$ cat config.mk
export PLATFORM = sky130hd
export DESIGN_NAME = switch_output_queue
export DESIGN_NICKNAME = d
export VERILOG_FILES = /design/src/rtl/switch_output_queue.sv
export SDC_FILE = /design/constraint.sdc
export NUM_CORES = 1
export LEC_CHECK = 0
export ABC_CLOCK_PERIOD_IN_PS = 8180
export BUFFER_PORTS_ARGS = -buffer_cell sky130_fd_sc_hd__buf_4
export CAP_MARGIN = 20
export CORE_ASPECT_RATIO = 0.9
export CORE_MARGIN = 2
export CORE_UTILIZATION = 40
export DETAILED_ROUTE_END_ITERATION = 10
export GPL_TIMING_DRIVEN = 0
export PLACE_DENSITY = 0.65
export SLEW_MARGIN = 20
export SYNTH_ARGS = -nofsm -noshare
export SYNTH_HDL_FRONTEND = slang
export SYNTH_SLANG_ARGS = --single-unit
export TNS_END_PERCENT = 1
$ cat constraint.sdc
create_clock -name clock -period 8.18 [get_ports clock]
set_input_delay 0 -clock clock [delete_from_list [all_inputs] [get_ports clock]]
set_output_delay 0 -clock clock [all_outputs]
set_load 0.01 [all_outputs]
$ cat src/rtl/switch_output_queue.sv
// switch_output_queue: per-port store-and-forward packet buffer.
// Complete packets are committed; a packet that overflows the buffer is dropped whole.
// Stored packets drain one at a time onto the 8-bit output port under ready/grant.
// Optional feature: define SWITCH_OQ_STATS_EN to add the sent_count/drop_count statistics outputs.
module switch_output_queue #(
  parameter  int DEPTH = 64,
  localparam int AW    = $clog2(DEPTH)
) (
  input  logic          clock,
  input  logic          reset,
  input  logic [7:0]    in_data,
  input  logic          in_valid,
  input  logic          in_last,
  input  logic          grant,
  output logic [7:0]    port,
  output logic          ready,
  output logic          read,
  output logic [AW:0]   pkt_count,
  output logic          drop_pulse
`ifdef SWITCH_OQ_STATS_EN
  ,
  output logic [15:0]   sent_count,
  output logic [15:0]   drop_count
`endif
);

  typedef enum logic {WR_ACCEPT, WR_DISCARD} wr_state_e;
  typedef enum logic {RD_IDLE, RD_SEND} rd_state_e;

  localparam logic [AW:0] PTR_ONE   = (AW+1)'(1);
  localparam logic [AW:0] DEPTH_VAL = (AW+1)'(DEPTH);

  // Each entry holds {last flag, data byte}.
  logic [8:0] mem [DEPTH];

  wr_state_e   wr_state_q, wr_state_d;
  rd_state_e   rd_state_q, rd_state_d;
  logic [AW:0] wr_ptr_q, wr_ptr_d;
  logic [AW:0] rd_ptr_q, rd_ptr_d;
  logic [AW:0] pkt_start_q, pkt_start_d;
  logic [AW:0] pkt_cnt_q, pkt_cnt_d;
  logic [7:0]  port_q, port_d;
  logic        read_q, read_d;
  logic        drop_q, drop_d;

  logic [AW:0] occupancy;
  logic        full;
  logic        mem_we;
  logic        commit;
  logic        done;
  logic [8:0]  rd_entry;

  // Pointers carry one extra wrap bit so the difference is the true occupancy.
  assign occupancy = wr_ptr_q - rd_ptr_q;
  assign full      = (occupancy == DEPTH_VAL);
  assign rd_entry  = mem[rd_ptr_q[AW-1:0]];
  assign ready     = (rd_state_q == RD_IDLE) && (pkt_cnt_q != '0);

  // Write FSM: store bytes, commit on last, rewind to packet start on overflow.
  always_comb begin
    // NOTE: every output of a combinational block gets a default first so no latch is inferred.
    wr_state_d  = wr_state_q;
    wr_ptr_d    = wr_ptr_q;
    pkt_start_d = pkt_start_q;
    mem_we      = 1'b0;
    commit      = 1'b0;
    drop_d      = 1'b0;
    case (wr_state_q)
      WR_ACCEPT: begin
        if (in_valid) begin
          if (!full) begin
            mem_we   = 1'b1;
            wr_ptr_d = wr_ptr_q + PTR_ONE;
            if (in_last) begin
              pkt_start_d = wr_ptr_q + PTR_ONE;
              commit      = 1'b1;
            end
          end else begin
            wr_ptr_d = pkt_start_q;
            drop_d   = 1'b1;
            if (!in_last) wr_state_d = WR_DISCARD;
          end
        end
      end
      WR_DISCARD: begin
        if (in_valid && in_last) wr_state_d = WR_ACCEPT;
      end
      default: wr_state_d = WR_ACCEPT;
    endcase
  end

  // Read FSM: wait for ready && grant, then stream one packet back-to-back.
  always_comb begin
    rd_state_d = rd_state_q;
    rd_ptr_d   = rd_ptr_q;
    port_d     = port_q;
    read_d     = 1'b0;
    done       = 1'b0;
    case (rd_state_q)
      RD_IDLE: begin
        if (ready && grant) rd_state_d = RD_SEND;
      end
      RD_SEND: begin
        port_d   = rd_entry[7:0];
        read_d   = 1'b1;
        rd_ptr_d = rd_ptr_q + PTR_ONE;
        if (rd_entry[8]) begin
          done       = 1'b1;
          rd_state_d = RD_IDLE;
        end
      end
      default: rd_state_d = RD_IDLE;
    endcase
  end

  // Packet count: a simultaneous commit and end-of-drain cancel out.
  always_comb begin
    pkt_cnt_d = pkt_cnt_q + (AW+1)'(commit) - (AW+1)'(done);
  end

  // State and pointer registers.
  always_ff @(posedge clock or posedge reset) begin
    // NOTE: sequential state uses non-blocking assignments so all flops update together.
    if (reset) begin
      wr_state_q  <= WR_ACCEPT;
      rd_state_q  <= RD_IDLE;
      wr_ptr_q    <= '0;
      rd_ptr_q    <= '0;
      pkt_start_q <= '0;
      pkt_cnt_q   <= '0;
      port_q      <= '0;
      read_q      <= 1'b0;
      drop_q      <= 1'b0;
    end else begin
      wr_state_q  <= wr_state_d;
      rd_state_q  <= rd_state_d;
      wr_ptr_q    <= wr_ptr_d;
      rd_ptr_q    <= rd_ptr_d;
      pkt_start_q <= pkt_start_d;
      pkt_cnt_q   <= pkt_cnt_d;
      port_q      <= port_d;
      read_q      <= read_d;
      drop_q      <= drop_d;
    end
  end

  // Packet storage.
  always_ff @(posedge clock) begin
    // NOTE: the storage array is not reset; cleared pointers make stale entries unreachable.
    if (mem_we) mem[wr_ptr_q[AW-1:0]] <= {in_last, in_data};
  end

  assign port       = port_q;
  assign read       = read_q;
  assign pkt_count  = pkt_cnt_q;
  assign drop_pulse = drop_q;

`ifdef SWITCH_OQ_STATS_EN
  logic [15:0] sent_cnt_q, sent_cnt_d;
  logic [15:0] drop_cnt_q, drop_cnt_d;

  // Saturating statistics counters.
  always_comb begin
    sent_cnt_d = sent_cnt_q;
    drop_cnt_d = drop_cnt_q;
    if (done && (sent_cnt_q != 16'hFFFF)) sent_cnt_d = sent_cnt_q + 16'd1;
    if (drop_q && (drop_cnt_q != 16'hFFFF)) drop_cnt_d = drop_cnt_q + 16'd1;
  end

  // Statistics registers.
  always_ff @(posedge clock or posedge reset) begin
    if (reset) begin
      sent_cnt_q <= '0;
      drop_cnt_q <= '0;
    end else begin
      sent_cnt_q <= sent_cnt_d;
      drop_cnt_q <= drop_cnt_d;
    end
  end

  assign sent_count = sent_cnt_q;
  assign drop_count = drop_cnt_q;
`endif

endmodule

==> results_dict.tcl <==
set metrics [dict create \
    slew_violations 0 \
    pin_count 31 \
    globalRouteOverflowTotal 0 \
    synthAdderAreaFrac 0.009461 \
    cts_buffer_depth 3 \
    clkLatencyLatePin_ns 0.64 \
    yosys.area_share.simple 0.04374 \
    power_leakage_nw 9.260 \
    drt_first_pass_iters 5 \
    drive_gt1_frac 0.2334 \
    clk_pin_slew_ns 0.06 \
    crit_arrival_ns 5.66 \
    synth_top_family_by_area "multiplexers" \
    seqPwrFrac 0.386 \
    tritoncts "built" \
    ir_drop_uv 176.2 \
    num_rows 86 \
    dp.final_hpwl_microns 40360 \
    fin_skew_ns 0.04004 \
    port_buffers 30 \
    final_area_sq_mm 0.02820 \
    path_max_fanout 10 \
    drc 0 \
    yosysWarnings 0 \
    vias 13260 \
    fillers 5098 \
    syn_to_final_growth_pct 14.65 \
    dpl_worst_slack_ns 3.095 \
    p_int_mw 6.475 \
    synth_nets 1350 \
    required_ns 8.68 \
    cts_buffers 60 \
    grt.total_usage 0.1965 \
    hold_slack_ns -0.02401 \
    ys_types 60 \
    grt_pass1_vias 13150 \
    synth_xor_area_frac 0.006409 \
    max_freq_mhz 193.8 \
    ff2ff_path_depth 20 \
    synthCells 1319 \
    cp_cell_sequence "inv_1, clkbuf_1, clkbuf_1, ha_1, o21ai_0, nand2_1, o32ai_1, nand3_1, nand3_1, ha_1, inv_1, ha_1, inv_1, fa_1, nand2b_1, a21oi_1, o21ai_0, a21oi_1, nor2_1, xnor2_1" \
    finalSetupViolCount 0 \
    cpPeakStageDelay_ns 0.54 \
    vias_per_cell 5.803 \
    run_status "complete, but fails checks" \
    netlist_area_sq_mm 0.02460 \
    crit_path_start_kind "flop" \
    cap_violations 0 \
    async_reset_ff_frac 0.06494 \
    fin_crit_ns 5.161 \
    failed_checks "hold timing" \
    period_share 0.6309 \
    switchingPower_mw 3.361 \
    cts_htree_levels 2 \
    drt_iter0_drc 1557 \
    grt_max_degree 67 \
    cts.sinks 616 \
    crit_slowest_cell "clkbuf_1" \
    wl_microns 61620 \
    coreArea_sq_mm 0.06101 \
    yosysSeqAreaShare 0.7438 \
    path_class "reg2reg" \
    ant_nets 0 \
    grt_pass1_wl_microns 89820 \
    synth_edf_count 576 \
    holdPathStages 1 \
    syn-mean-instance-area_sq_um 18.65 \
    placed_cell_area_sq_mm 0.02615 \
    multi_input_area_sq_mm 0.006008 \
    cts.root.buffer_cell "clkbuf_16" \
    synth-main-ff-cell "edfxtp_1" \
    finalSetupTns_ns 0 \
    place_congestion 0.9463 \
    seq_area_sq_mm 0.01830 \
    wl_per_cell_microns 26.96 \
    rsz0062_at_grt "no" \
    utilization 0.4622 \
    die_height_microns 239.3 \
    synthMuxAreaShare 0.1410 \
    ys_seq_elements 616 \
    initial_utilization 0.4032 \
    finalPower_mw 9.836 \
    endpoint_kind "flop" \
    die_area_sq_mm 0.06350 \
    finalNonFillerCells 2285 \
    powerDensity_mw_per_mm2 348.8 \
    power_frac_comb 0.335 \
    finalHoldViolCount 20 \
    maxSlewHeadroom 0.2431 \
    worst_slew_pin_slew_ns 1.135 \
    clkPwrFrac 0.278 \
    die_width_microns 265.4 \
    synth_compound_area_frac 0.03693 \
    hold_path.class "in2reg" \
    nNetsFinal 1473 \
    postLayoutSetupSlackWorst_ns 3.019 \
    dp.cells 2161 \
    swShare 0.3417 \
    antenna_found_initial 1 \
]
-- sequential cells by signal, indices dropped and copies added, names as in the netlist --
signal,flops
port,8
wr_ptr_q,7
pkt_count,7
rd_state_q,1
rd_ptr_q,7
drop_pulse,1
mem,576
read,1
wr_state_q,1
pkt_start_q,7
-- power groups by stage --
stage,Combinational (mW),Clock [mW],Sequential [mW]
finish,3.30,2.74,3.80
global route,3.51,2.89,3.81
CTS,3.26,2.78,3.80
detailed placement,3.25,0,3.86
global placement,3.18,0,3.86
floorplan,2.09,0,3.82
-- area by class of cell --
| cell class | count | area share |
|---|---|---|
| diodes | 2 | 0.0001775 |
| plain buffers | 69 | 0.01304 |
| clock buffers | 62 | 0.05351 |
| clock inverters | 49 | 0.01504 |
| inverters | 24 | 0.003194 |
| multi-input cells | 610 | 0.2130 |
| flip-flops and latches | 616 | 0.6488 |
| well taps | 792 | 0.03514 |
| repair buffers | 61 | 0.01806 |
-- cells in the final DEF, fill, tap and decap left out, types with 17 or more instances in the layout --
| cell | n |
|---|---|
| o22ai_1 | 44 |
| nor2_1 | 88 |
| ha_1 | 17 |
| inv_1 | 22 |
| nor3_2 | 32 |
| nand3_1 | 18 |
| o21ai_0 | 22 |
| nand2_1 | 28 |
| clkinv_2 | 18 |
| buf_2 | 21 |
| dfrtp_1 | 40 |
| a21oi_1 | 23 |
| buf_4 | 52 |
| mux4_2 | 109 |
| clkbuf_16 | 60 |
| edfxtp_1 | 576 |
| clkbuf_1 | 30 |
| mux2i_1 | 84 |
| clkinv_1 | 19 |
-- cells in the mapped netlist, drive strengths merged (2+ instances only) --
library cell  number  share of area
nand3             18         0.0037
or3               16         0.0041
a22oi              8         0.0024
nand2b             3        0.00076
o22ai             44          0.011
or2                2        0.00051
a221oi             6         0.0021
and3b              2        0.00071
a21oi             24         0.0050
dfrtp             40          0.041
o31ai              7         0.0021
clkbuf            28         0.0043
nor2              98          0.016
nand3b             2        0.00061
mux4             109           0.10
o2bb2ai            2        0.00071
nand4              9         0.0023
xnor2             12         0.0043
edfxtp           576           0.70
nor3              35         0.0071
xor2               6         0.0021
o21bai             2        0.00061
buf               41          0.011
nor2b              6         0.0015
and3               3        0.00076
mux2i             84          0.034
o211ai             3        0.00092
mux2              15         0.0070
a222oi             2        0.00081
a211oi             2        0.00061
o21ai             23         0.0048
nand2             28         0.0043
a31oi              3        0.00076
ha                17         0.0086
o221ai             3         0.0011
inv               23         0.0035
-- worst max-delay path: cells and delay by family (launching register included) --
family | cells | cell delay [ns]
AO/OA/AOI/OAI | 5 | 0.98
XOR/XNOR | 1 | 0.12
flip-flops | 1 | 0.47
AND/OR/NAND/NOR | 5 | 0.81
adder cells (fa/ha/maj) | 4 | 1.31
buffers and inverters | 5 | 1.31
-- metal layers --
| layer | up-vias | global-route usage | share of wire |
|---|---|---|---|
| met2 | 686 | 0.2931 | 0.44 |
| met4 | 0 | 0.06061 | 0.026 |
| met3 | 121 | 0.04709 | 0.098 |
| met5 | - | 0 | 0 |
| li1 | 5579 | - | - |
| met1 | 6874 | 0.2863 | 0.43 |
-- final timing paths --
check | from | to | slack, ns
max | rd_ptr_q[4] | pkt_count[6] | 3.02
min reg2reg | rd_ptr_q[6] | rd_ptr_q[6] | 0.50
max reg2reg | rd_ptr_q[4] | pkt_count[6] | 3.02
min | in_data[2] | mem[36][2] | -0.02
max in group asynchronous | reset | rd_ptr_q[0] | 7.28
min in group asynchronous | reset | pkt_count[3] | 0.44
-- cell families (layout without fill, tap and decap cells) --
kind of cell	after synthesis	count (layout)
muxes	208	208
buffers and inverters	93	265
AOI/OAI and AO/OA	139	139
xor gates and xnor gates	18	18
and+or+nand+nor	227	227
adders and majority gates	18	18
DFF	616	616
other	0	2
-- what timing repair did --
item                                    4_1_cts  5_1_grt
gates resized for setup                       0        0
hold endpoints to repair                    335        0
buffers inserted                              0        0
hold buffers                                 11        0
endpoints found under the setup margin        0        0
Power figures use the tool's default switching activity.
